<file path="src/rtl/ebi_tx_vc_sched.sv">
// +----------------------------------------------------------------------------+
// | ebi_tx_vc_sched : credit-based round-robin VC scheduler and frame sequencer |
// | Revision 1.0                                                               |
// +----------------------------------------------------------------------------+
`default_nettype none

module ebi_tx_vc_sched #(
    parameter int CHANNEL_NUM       = 4,
    parameter int CHANNEL_NUM_WIDTH = 2,
    parameter int MAX_MESSAGE_WIDTH = 8,
    parameter logic [CHANNEL_NUM-1:0][MAX_MESSAGE_WIDTH-1:0] CHANNEL_LENGTH_LIST =
        {CHANNEL_NUM{MAX_MESSAGE_WIDTH'(8)}},
    parameter int CREDIT_INIT       = 2,
    parameter int CREDIT_WIDTH      = 3
) (
    input  logic                         bus_clk,
    input  logic                         rst,
    input  logic [CHANNEL_NUM-1:0]       ch_req_i,
    output logic [CHANNEL_NUM-1:0]       ch_pop_o,
    input  logic                         credit_ret_valid_i,
    input  logic [CHANNEL_NUM_WIDTH-1:0] credit_ret_vc_i,
    output logic [1:0]                   phase_o,
    output logic [CHANNEL_NUM_WIDTH-1:0] tx_vc_o,
    output logic [MAX_MESSAGE_WIDTH-1:0] bit_idx_o,
    output logic [CHANNEL_NUM-1:0]       credit_avail_o,
    output logic                         credit_err_o
);

    typedef enum logic [1:0] {
        IDLE  = 2'd0,
        START = 2'd1,
        VCID  = 2'd2,
        DATA  = 2'd3
    } state_t;

    state_t                         state_q, state_d;
    logic [CHANNEL_NUM_WIDTH-1:0]   tx_vc_q, tx_vc_d;
    logic [CHANNEL_NUM_WIDTH-1:0]   rr_ptr_q, rr_ptr_d;
    logic [MAX_MESSAGE_WIDTH-1:0]   bit_idx_q, bit_idx_d;
    logic                           err_q, err_d;

    logic [CHANNEL_NUM-1:0]         w_eligible;
    logic [CHANNEL_NUM-1:0]         w_ovf;
    logic                           w_grant_valid;
    logic [CHANNEL_NUM_WIDTH-1:0]   w_grant_idx;
    logic [CHANNEL_NUM_WIDTH-1:0]   w_idx;
    logic                           w_found;

    assign w_eligible = ch_req_i & credit_avail_o;

    // Rotating priority: first eligible channel at or after rr_ptr_q.
    always_comb begin
        w_found     = 1'b0;
        w_grant_idx = '0;
        w_idx       = '0;
        for (int k = 0; k < CHANNEL_NUM; k++) begin
            w_idx = CHANNEL_NUM_WIDTH'((int'(rr_ptr_q) + k) % CHANNEL_NUM);
            if (!w_found && w_eligible[w_idx]) begin
                w_found     = 1'b1;
                w_grant_idx = w_idx;
            end
        end
    end

    always_comb begin
        state_d       = state_q;
        tx_vc_d       = tx_vc_q;
        rr_ptr_d      = rr_ptr_q;
        bit_idx_d     = bit_idx_q;
        w_grant_valid = 1'b0;
        ch_pop_o      = '0;
        case (state_q)
            IDLE: begin
                if (w_found) begin
                    w_grant_valid = 1'b1;
                    tx_vc_d       = w_grant_idx;
                    bit_idx_d     = '0;
                    state_d       = START;
                end
            end
            START: begin
                bit_idx_d = MAX_MESSAGE_WIDTH'(CHANNEL_NUM_WIDTH - 1);
                state_d   = VCID;
            end
            VCID: begin
                if (bit_idx_q == '0) begin
                    state_d = DATA;
                end else begin
                    bit_idx_d = bit_idx_q - MAX_MESSAGE_WIDTH'(1);
                end
            end
            DATA: begin
                if (bit_idx_q == CHANNEL_LENGTH_LIST[tx_vc_q] - MAX_MESSAGE_WIDTH'(1)) begin
                    ch_pop_o[tx_vc_q] = 1'b1;
                    rr_ptr_d  = (tx_vc_q == CHANNEL_NUM_WIDTH'(CHANNEL_NUM - 1)) ?
                                '0 : tx_vc_q + CHANNEL_NUM_WIDTH'(1);
                    bit_idx_d = '0;
                    state_d   = IDLE;
                end else begin
                    bit_idx_d = bit_idx_q + MAX_MESSAGE_WIDTH'(1);
                end
            end
            default: state_d = IDLE;
        endcase
    end

    always_ff @(posedge bus_clk) begin
        if (rst) begin
            state_q   <= IDLE;
            tx_vc_q   <= '0;
            rr_ptr_q  <= '0;
            bit_idx_q <= '0;
            err_q     <= 1'b0;
        end else begin
            state_q   <= state_d;
            tx_vc_q   <= tx_vc_d;
            rr_ptr_q  <= rr_ptr_d;
            bit_idx_q <= bit_idx_d;
            err_q     <= err_d;
        end
    end

    assign err_d = err_q | (|w_ovf);

    for (genvar gi = 0; gi < CHANNEL_NUM; gi++) begin : g_credit
        logic [CREDIT_WIDTH-1:0] credit_q, credit_d;
        logic                    grant_w, ret_w;

        assign grant_w   = w_grant_valid && (w_grant_idx == CHANNEL_NUM_WIDTH'(gi));
        assign ret_w     = credit_ret_valid_i && (credit_ret_vc_i == CHANNEL_NUM_WIDTH'(gi));
        // A simultaneous grant cancels the return, so it can never overflow.
        assign w_ovf[gi] = ret_w && !grant_w && (credit_q == CREDIT_WIDTH'(CREDIT_INIT));

        always_comb begin
            credit_d = credit_q;
            if (grant_w && !ret_w) begin
                credit_d = credit_q - CREDIT_WIDTH'(1);
            end else if (ret_w && !grant_w && !w_ovf[gi]) begin
                credit_d = credit_q + CREDIT_WIDTH'(1);
            end
        end

        always_ff @(posedge bus_clk) begin
            if (rst) begin
                credit_q <= CREDIT_WIDTH'(CREDIT_INIT);
            end else begin
                credit_q <= credit_d;
            end
        end

        assign credit_avail_o[gi] = |credit_q;
    end

    assign phase_o      = state_q;
    assign tx_vc_o      = tx_vc_q;
    assign bit_idx_o    = bit_idx_q;
    assign credit_err_o = err_q;

endmodule

`default_nettype wire

</file>
<file path="config.mk">
export PLATFORM = sky130hd
export DESIGN_NAME = ebi_tx_vc_sched
export DESIGN_NICKNAME = d
export VERILOG_FILES = /design/src/rtl/ebi_tx_vc_sched.sv
export SDC_FILE = /design/constraint.sdc
export NUM_CORES = 1
export LEC_CHECK = 0
export BUFFER_PORTS_ARGS = -buffer_cell sky130_fd_sc_hd__buf_2
export CELL_PAD_IN_SITES_DETAIL_PLACEMENT = 0
export CELL_PAD_IN_SITES_GLOBAL_PLACEMENT = 1
export CORE_AREA = 2 2 78 72
export DETAILED_ROUTE_END_ITERATION = 16
export DIE_AREA = 0 0 80 74
export HOLD_SLACK_MARGIN = 0.06
export PLACE_DENSITY_LB_ADDON = 0.25
export SYNTH_ARGS = -nofsm -noshare
export SYNTH_HDL_FRONTEND = slang
export SYNTH_SLANG_ARGS = --single-unit
</file>
<file path="constraint.sdc">
create_clock -name bus_clk -period 6.8 [get_ports bus_clk]
set_input_delay 0.34 -clock bus_clk [delete_from_list [all_inputs] [get_ports bus_clk]]
set_output_delay 0.34 -clock bus_clk [all_outputs]
set_load 0.02 [all_outputs]
</file>
==> metrics, run 1 <==
hold crit path type=flop to flop; vias in the first global route=between 1500 and 2000; initial core utilization=44.5%; final instance area=approximately 2500 sq um; port bufs=29; layout cell share with drive strength beyond 1=between 15 and 20%; routed via count=2098; P&R area growth vs syn=9.21%; fin crit period=2.98 ns; CP bufs+invs=0; Crit Path Max Fanout=10; H-tree Lvls=1; RSZ-0062 raised after global routing=no; DRC=0; Worst path max stage delay=0.41 ns; crit path DAT=3.14 ns; Crit Path Category=flop to flop; slew margin rel.=53.4%; Async SR Flop Fraction=0%; CP required=6.97 ns; largest net degree at the start of global routing=34; Seq/Total Area, Yosys=23.7%; YS warnings=0; Comb pwr share=57.3%; EDFF count, synth=0; Detailed Route WL=5.23 mm; Max Clock Freq=around 0.34 GHz; r2r setup slk=around 3.8 ns; # nets final=332; Setup WS post-layout=3.82 ns; Fin Clk Skew=0.00615 ns; power density over the cells=317 nW/um^2; DRT Pass-1 Iters=4; cts bufs inserted=3; Worst-path clk slew=about 0.10 ns; Iter 0 DRT Violations=103; switching portion of total power=46.6%; clock tree buffer depth=2; CORE AREA=about 5000 sq um; status=completed; io pins=30; ANT nets after route=0; Final Hold Fails=0; number of diodes=0; die area=5920 sq um; crit path cell chain=o31ai_4 -> o21ba_2 -> o211a_1 -> nor3_2 -> nand2_1 -> fa_1 -> and2_1 -> a22oi_1 -> mux2_1; Place WS=3.78 ns; post-DP HPWL=3.90 mm; Netlist cell types=67; TritonCTS clock tree=yes; Slew Viols, Final=0; Net Sw Power=368 uW; clk sinks=27; Setup crit start kind=flop; worst hold slack=0.523 ns; FP Rows=25; RR Startpoint=g_credit[3].credit_q[0]; fin crit share=43.8%; placed instance area=2450 sq um; GPL Wtd Cong=a little over 0.8; Hold Path Origin=tx_vc_o[1]; RR Endpoint=g_credit[0].credit_q[2]; synthesized area=2280 sq um; utilization after layout=48.6%; CP endpoint kind=flop; synthesized instance count=287; Syn Nets=a little over 300; Worst VDD drop=~0.21 mV; Worst-Margin Slew=0.693 ns; Clock Power Share=between 10% and 20%; Clk Tree Root Cell=clkbuf_8; total gr overflow=0; syn avg cell area=7.95 sq um; die width=80 um; Int Power=422 uW; Die Height=between 70 and 80 um; Top FF cell, synth=dfxtp_1; leakage=1.04 nW; Hold Path Depth=2; # resized after CTS=0; hold path endpoint=tx_vc_o[1]; Fin Setup TNS=0 ns; clk_lat worst skew=0.28 ns; first-pass GRT wire length=slightly below 9 mm; logic depth of the worst register-to-register path=9; post-CTS setup buffer count=0; number of synthesized register bits=27; Hold-fix buffers, CTS=0; Slowest cell on crit path=o31ai_4; Crit path max-delay family=compound AO/OA/AOI/OAI gates; final setup vio count=0; initial antenna violation count=0; post-detailed-route wirelength per cell=14.0 um; max cap viols=0; Flop pwr share=30.8%; Via-to-Cell Ratio=5.61; aggregate global-route resource usage=18.5%
-- how the worst max path moves through the flow --
stage | from | to | slack (ns) | depth (start not counted)
detailed placement | ch_req_i[0] | g_credit[0].credit_q[2] | 3.78 | 10
global route | g_credit[1].credit_q[1] | g_credit[2].credit_q[2] | 3.60 | 9
finish | g_credit[3].credit_q[0] | g_credit[0].credit_q[2] | 3.82 | 9
global placement | ch_req_i[0] | g_credit[0].credit_q[2] | 3.87 | 10
CTS | g_credit[3].credit_q[0] | g_credit[0].credit_q[2] | 3.82 | 9
floorplan | g_credit[1].credit_q[0] | g_credit[2].credit_q[2] | 3.94 | 9
-- cell type report --
class                           instances  area, sq um
Sequential cell                        27          541
Tap cell                               67         83.8
Multi-Input combinational cell        226         1600
Clock buffer                            4         45.0
Timing Repair Buffer                   29          145
Inverter                               21         78.8
Fill cell                             525         2640
-- per-stage QoR --
step	power (mW)	cells
2_1_floorplan	0.605	287
3_3_place_gp	0.695	370
3_5_place_dp	0.697	370
4_1_cts	0.799	374
5_1_grt	0.867	374
6_report	0.790	374
-- synth_stat cells (5+ instances only) --
master | n | share of area [%]
clkbuf_1 | 7 | 1.2
ha_1 | 11 | 6.0
nand2_1 | 28 | 4.6
a22oi_1 | 8 | 2.6
nor2b_1 | 5 | 1.4
nor3_1 | 6 | 1.3
inv_1 | 21 | 3.5
o21ai_0 | 13 | 2.9
nor2_1 | 31 | 5.1
and3_1 | 6 | 1.6
mux2i_1 | 5 | 2.2
a21oi_1 | 14 | 3.1
a221oi_1 | 6 | 2.3
a31oi_1 | 5 | 1.4
dfxtp_1 | 27 | 24
nand3_1 | 8 | 1.8
and2_1 | 5 | 1.4
-- cells in the final DEF, fill, tap and decap left out, types with 4 or more instances in the layout --
cell and instances:
a2bb2oi_1 4, buf_2 29, o21ai_0 13, inv_1 21
dfxtp_1 27, a21oi_1 14, nor2_1 31, nor2b_1 5
nand2_1 28, a31oi_1 5, nand3_1 8, mux2_2 4
a22oi_1 8, mux2i_1 5, fa_1 4, ha_1 11
and2_1 5, nor3_1 6, xnor2_1 4, a221oi_1 6
nand4_1 4, and3_1 6
-- sequential cells by signal, indices dropped and copies added (netlist names) --
| register | flops |
|---|---|
| g_credit.credit_q | 12 |
| bit_idx_o | 8 |
| phase_o | 2 |
| rr_ptr_q | 2 |
| tx_vc_o | 2 |
| credit_err_o | 1 |
-- power by group through the flow --
stage                     registers [mW]  clock network (mW)  logic [mW]
after floorplan                    0.252                   0       0.352
after global placement             0.247                   0       0.448
after detailed placement           0.248                   0       0.449
after CTS                          0.244               0.103       0.452
after global routing               0.253               0.106       0.508
final                              0.244              0.0940       0.453
-- layer usage --
| layer | vias to the layer above | global-route usage (%) | part of all wire [%] |
|---|---|---|---|
| met2 | 46 | 27.8 | 42 |
| met4 | 0 | 2.82 | 0.42 |
| met1 | 968 | 28.2 | 52 |
| met5 | - | 0 | 0 |
| li1 | 1082 | - | - |
| met3 | 2 | 3.76 | 5.5 |
-- cells by family after synthesis --
group,synth area share (%)
AO/OA/AOI/OAI,26.6
XOR/XNOR,2.30
adder cells (fa/ha/maj),9.54
buffers and inverters,6.25
flip-flops,23.7
multiplexers,5.15
AND/OR/NAND/NOR,26.4
-- worst register-to-register path, stage by stage, from the launching register on --
cell,delay (ns)
dfxtp_1,0.36
o31ai_4,0.41
o21ba_2,0.22
o211a_1,0.34
nor3_2,0.36
nand2_1,0.13
fa_1,0.39
and2_1,0.15
a22oi_1,0.16
mux2_1,0.35
Power figures use the tool's default switching activity.
==> run 2, diff against run 1 <==
CORE_AREA = 2 2 80 75   (was 2 2 78 72)
DIE_AREA = 0 0 82 77   (was 0 0 80 74)
clock period = 2.88 ns   (was 6.8 ns; I/O delays follow)
==> run 2 against run 1 <==
Clock-buffer cell count shrank 1. Worst hold slack got worse by 0.18 ns. Cell count is 4.8% higher.
==> metrics, run 2 (synthesized netlist as in run 1, its figures left out) <==
status=completed; Largest Register=g_credit.credit_q; cts bufs inserted=3 (unchanged); die width=82 um (+2.5%); initial core utilization=41.8% (-2.7 points); DRC=0 (unchanged); leakage=1.12 nW (+7.9%); commonest non-fill, non-tap cell in the layout=nor2_1; clk sinks=27 (unchanged); worst hold slack=0.346 ns (-0.177 ns); crit path cell chain=or3b_2 -> o2bb2ai_1 -> a311o_2 -> buf_4 -> nand4_1 -> fa_1 -> nand2b_1 -> mux2i_1 -> mux2_2; Worst VDD drop=0.458 mV (+120%); H-tree Lvls=1 (unchanged); Slowest cell on crit path=or3b_2; port bufs=29 (unchanged); TritonCTS clock tree=yes; clk_lat worst skew=0.28 ns (about the same); Worst-Margin Slew=0.642 ns (-0.0518 ns); register area=542 sq um (+0.23%); area of the multi-input gates=1640 sq um (+2.3%); Crit Path Category=flop to flop; largest net degree at the start of global routing=34 (unchanged); CORE AREA=5470 sq um (+6.5%); post-DP HPWL=4.15 mm (+6.5%); Detailed Route WL=5.68 mm (+8.5%); hold crit path type=input pin to flop; commonest cells after routing, fill and taps aside=nor2_1 (31), buf_2 (29), nand2_1 (27), dfxtp_1 (26), inv_1 (21); GPL Wtd Cong=0.918 (+12%); power density over the cells=749 nW/um^2 (+140%); Clk Tree Root Cell=clkbuf_8; Setup WS post-layout=0.171 ns (-3.65 ns); max cap viols=0 (unchanged); Die Height=77 um (+4.1%); slew margin rel.=57.2% (+3.8 points); fill cell count=567 (+8.0%); Worst-path clk slew=0.11 ns (about the same); crit path DAT=2.89 ns (-0.25 ns); ANT nets after route=0 (unchanged); die area=6310 sq um (+6.7%); CP bufs+invs=1 (+1); Setup crit start kind=flop; FP Rows=26 (+4.0%); CP required=3.06 ns (-3.91 ns); Worst path max stage delay=0.49 ns (+0.08 ns); # nets final=347 (+4.5%); final setup vio count=0 (unchanged); Place WS=0.0564 ns (-3.73 ns); Crit path max-delay family=simple AND/OR/NAND/NOR gates; number of diodes=0 (unchanged); RSZ-0062 raised after global routing=no; DRT Pass-1 Iters=4 (unchanged); P&R area growth vs syn=16.0%; routed via count=2183 (+4.1%); Slew Viols, Final=0 (unchanged); fin crit share=94.1% (+50 points); max FFs per register=12 (unchanged); total gr overflow=0 (unchanged); first-pass GRT wire length=9.52 mm (+7.4%); vias in the first global route=2043 (+8.8%); Design Power=1.98 mW (+150%); initial antenna violation count=0 (unchanged); fin crit period=2.71 ns (-0.267 ns); Fin Clk Skew=0.00915 ns (+0.00299 ns); post-detailed-route wirelength per cell=14.5 um (+3.5%); Max Clock Freq=0.369 GHz (+9.8%); Fin Setup TNS=0 ns (unchanged); clock tree buffer depth=2 (unchanged); aggregate global-route resource usage=18.8% (+0.23 points); Via-to-Cell Ratio=5.57 (-0.73%); io pins=30 (unchanged); Iter 0 DRT Violations=105 (+1.9%); Hold-fix buffers, CTS=0 (unchanged); CP endpoint kind=flop; Crit Path Max Fanout=4 (-6); layout cell share with drive strength beyond 1=23.9% (+6.3 points); Final Hold Fails=0 (unchanged)
run 2: cell types whose count changed in the layout (fill, tap and decap cells not counted), sizes merged:
cell    change
buf        +15
clkbuf      -1
clkinv      +1
run 2: worst paths after layout:
| kind | from | end | slack (ns) | cells after the start |
|---|---|---|---|---|
| worst max-delay path | rr_ptr_q[0] | g_credit[1].credit_q[2] | 0.17 | 9 |
| worst min-delay path | credit_ret_vc_i[1] | g_credit[1].credit_q[1] | 0.35 | 4 |
| worst max register to register | rr_ptr_q[0] | g_credit[1].credit_q[2] | 0.17 | 9 |
| worst min register to register | tx_vc_o[1] | tx_vc_o[1] | 0.53 | 2 |
run 2: area by class of cell:
class                   count  share of cell area, %
well taps                  70                   3.31
repair buffers             44                   9.74
clock buffers               3                   1.56
clock inverters             1                  0.189
flip-flops and latches     27                   20.5
inverters                  21                   2.98
multi-input cells         226                   61.8
run 2: what timing repair did:
item	4_1_cts	5_1_grt
setup endpoints to repair	0	6
hold endpoints to repair	0	0
gates resized for setup	0	9
buffers inserted	0	1
run 2: stage by stage:
| stage | std cells | area [sq um] | util [%] |
|---|---|---|---|
| after global routing | 392 | 2650 | 48.4 |
| after detailed placement | 387 | 2560 | 46.8 |
| after global placement | 387 | 2560 | 46.8 |
| after CTS | 391 | 2600 | 47.6 |
| after floorplan | 287 | 2280 | - |
| final | 392 | 2650 | 48.4 |
run 2: where the power goes:
part           internal (mW)  leakage [nW]  switching [mW]
sequential             0.454         0.220           0.121
combinational          0.511         0.872           0.665
clock                 0.0975        0.0255           0.134
run 2: worst reg2reg max path: stages, from the launching register on:
cell and delay (ns):
dfxtp_1 0.32, or3b_2 0.49, o2bb2ai_1 0.28, a311o_2 0.21, buf_4 0.14, nand4_1 0.12, fa_1 0.40, nand2b_1 0.15
mux2i_1 0.15, mux2_2 0.34
run 2: metal layers:
layer	vias up	global-route usage [%]	part of all wire (%)	wire length, um
met5	-	0	0	0
met4	0	5.00	1.2	66
met3	6	4.24	5.0	284
met2	51	26.6	43	2420
met1	1015	28.3	51	2910
li1	1111	-	-	-
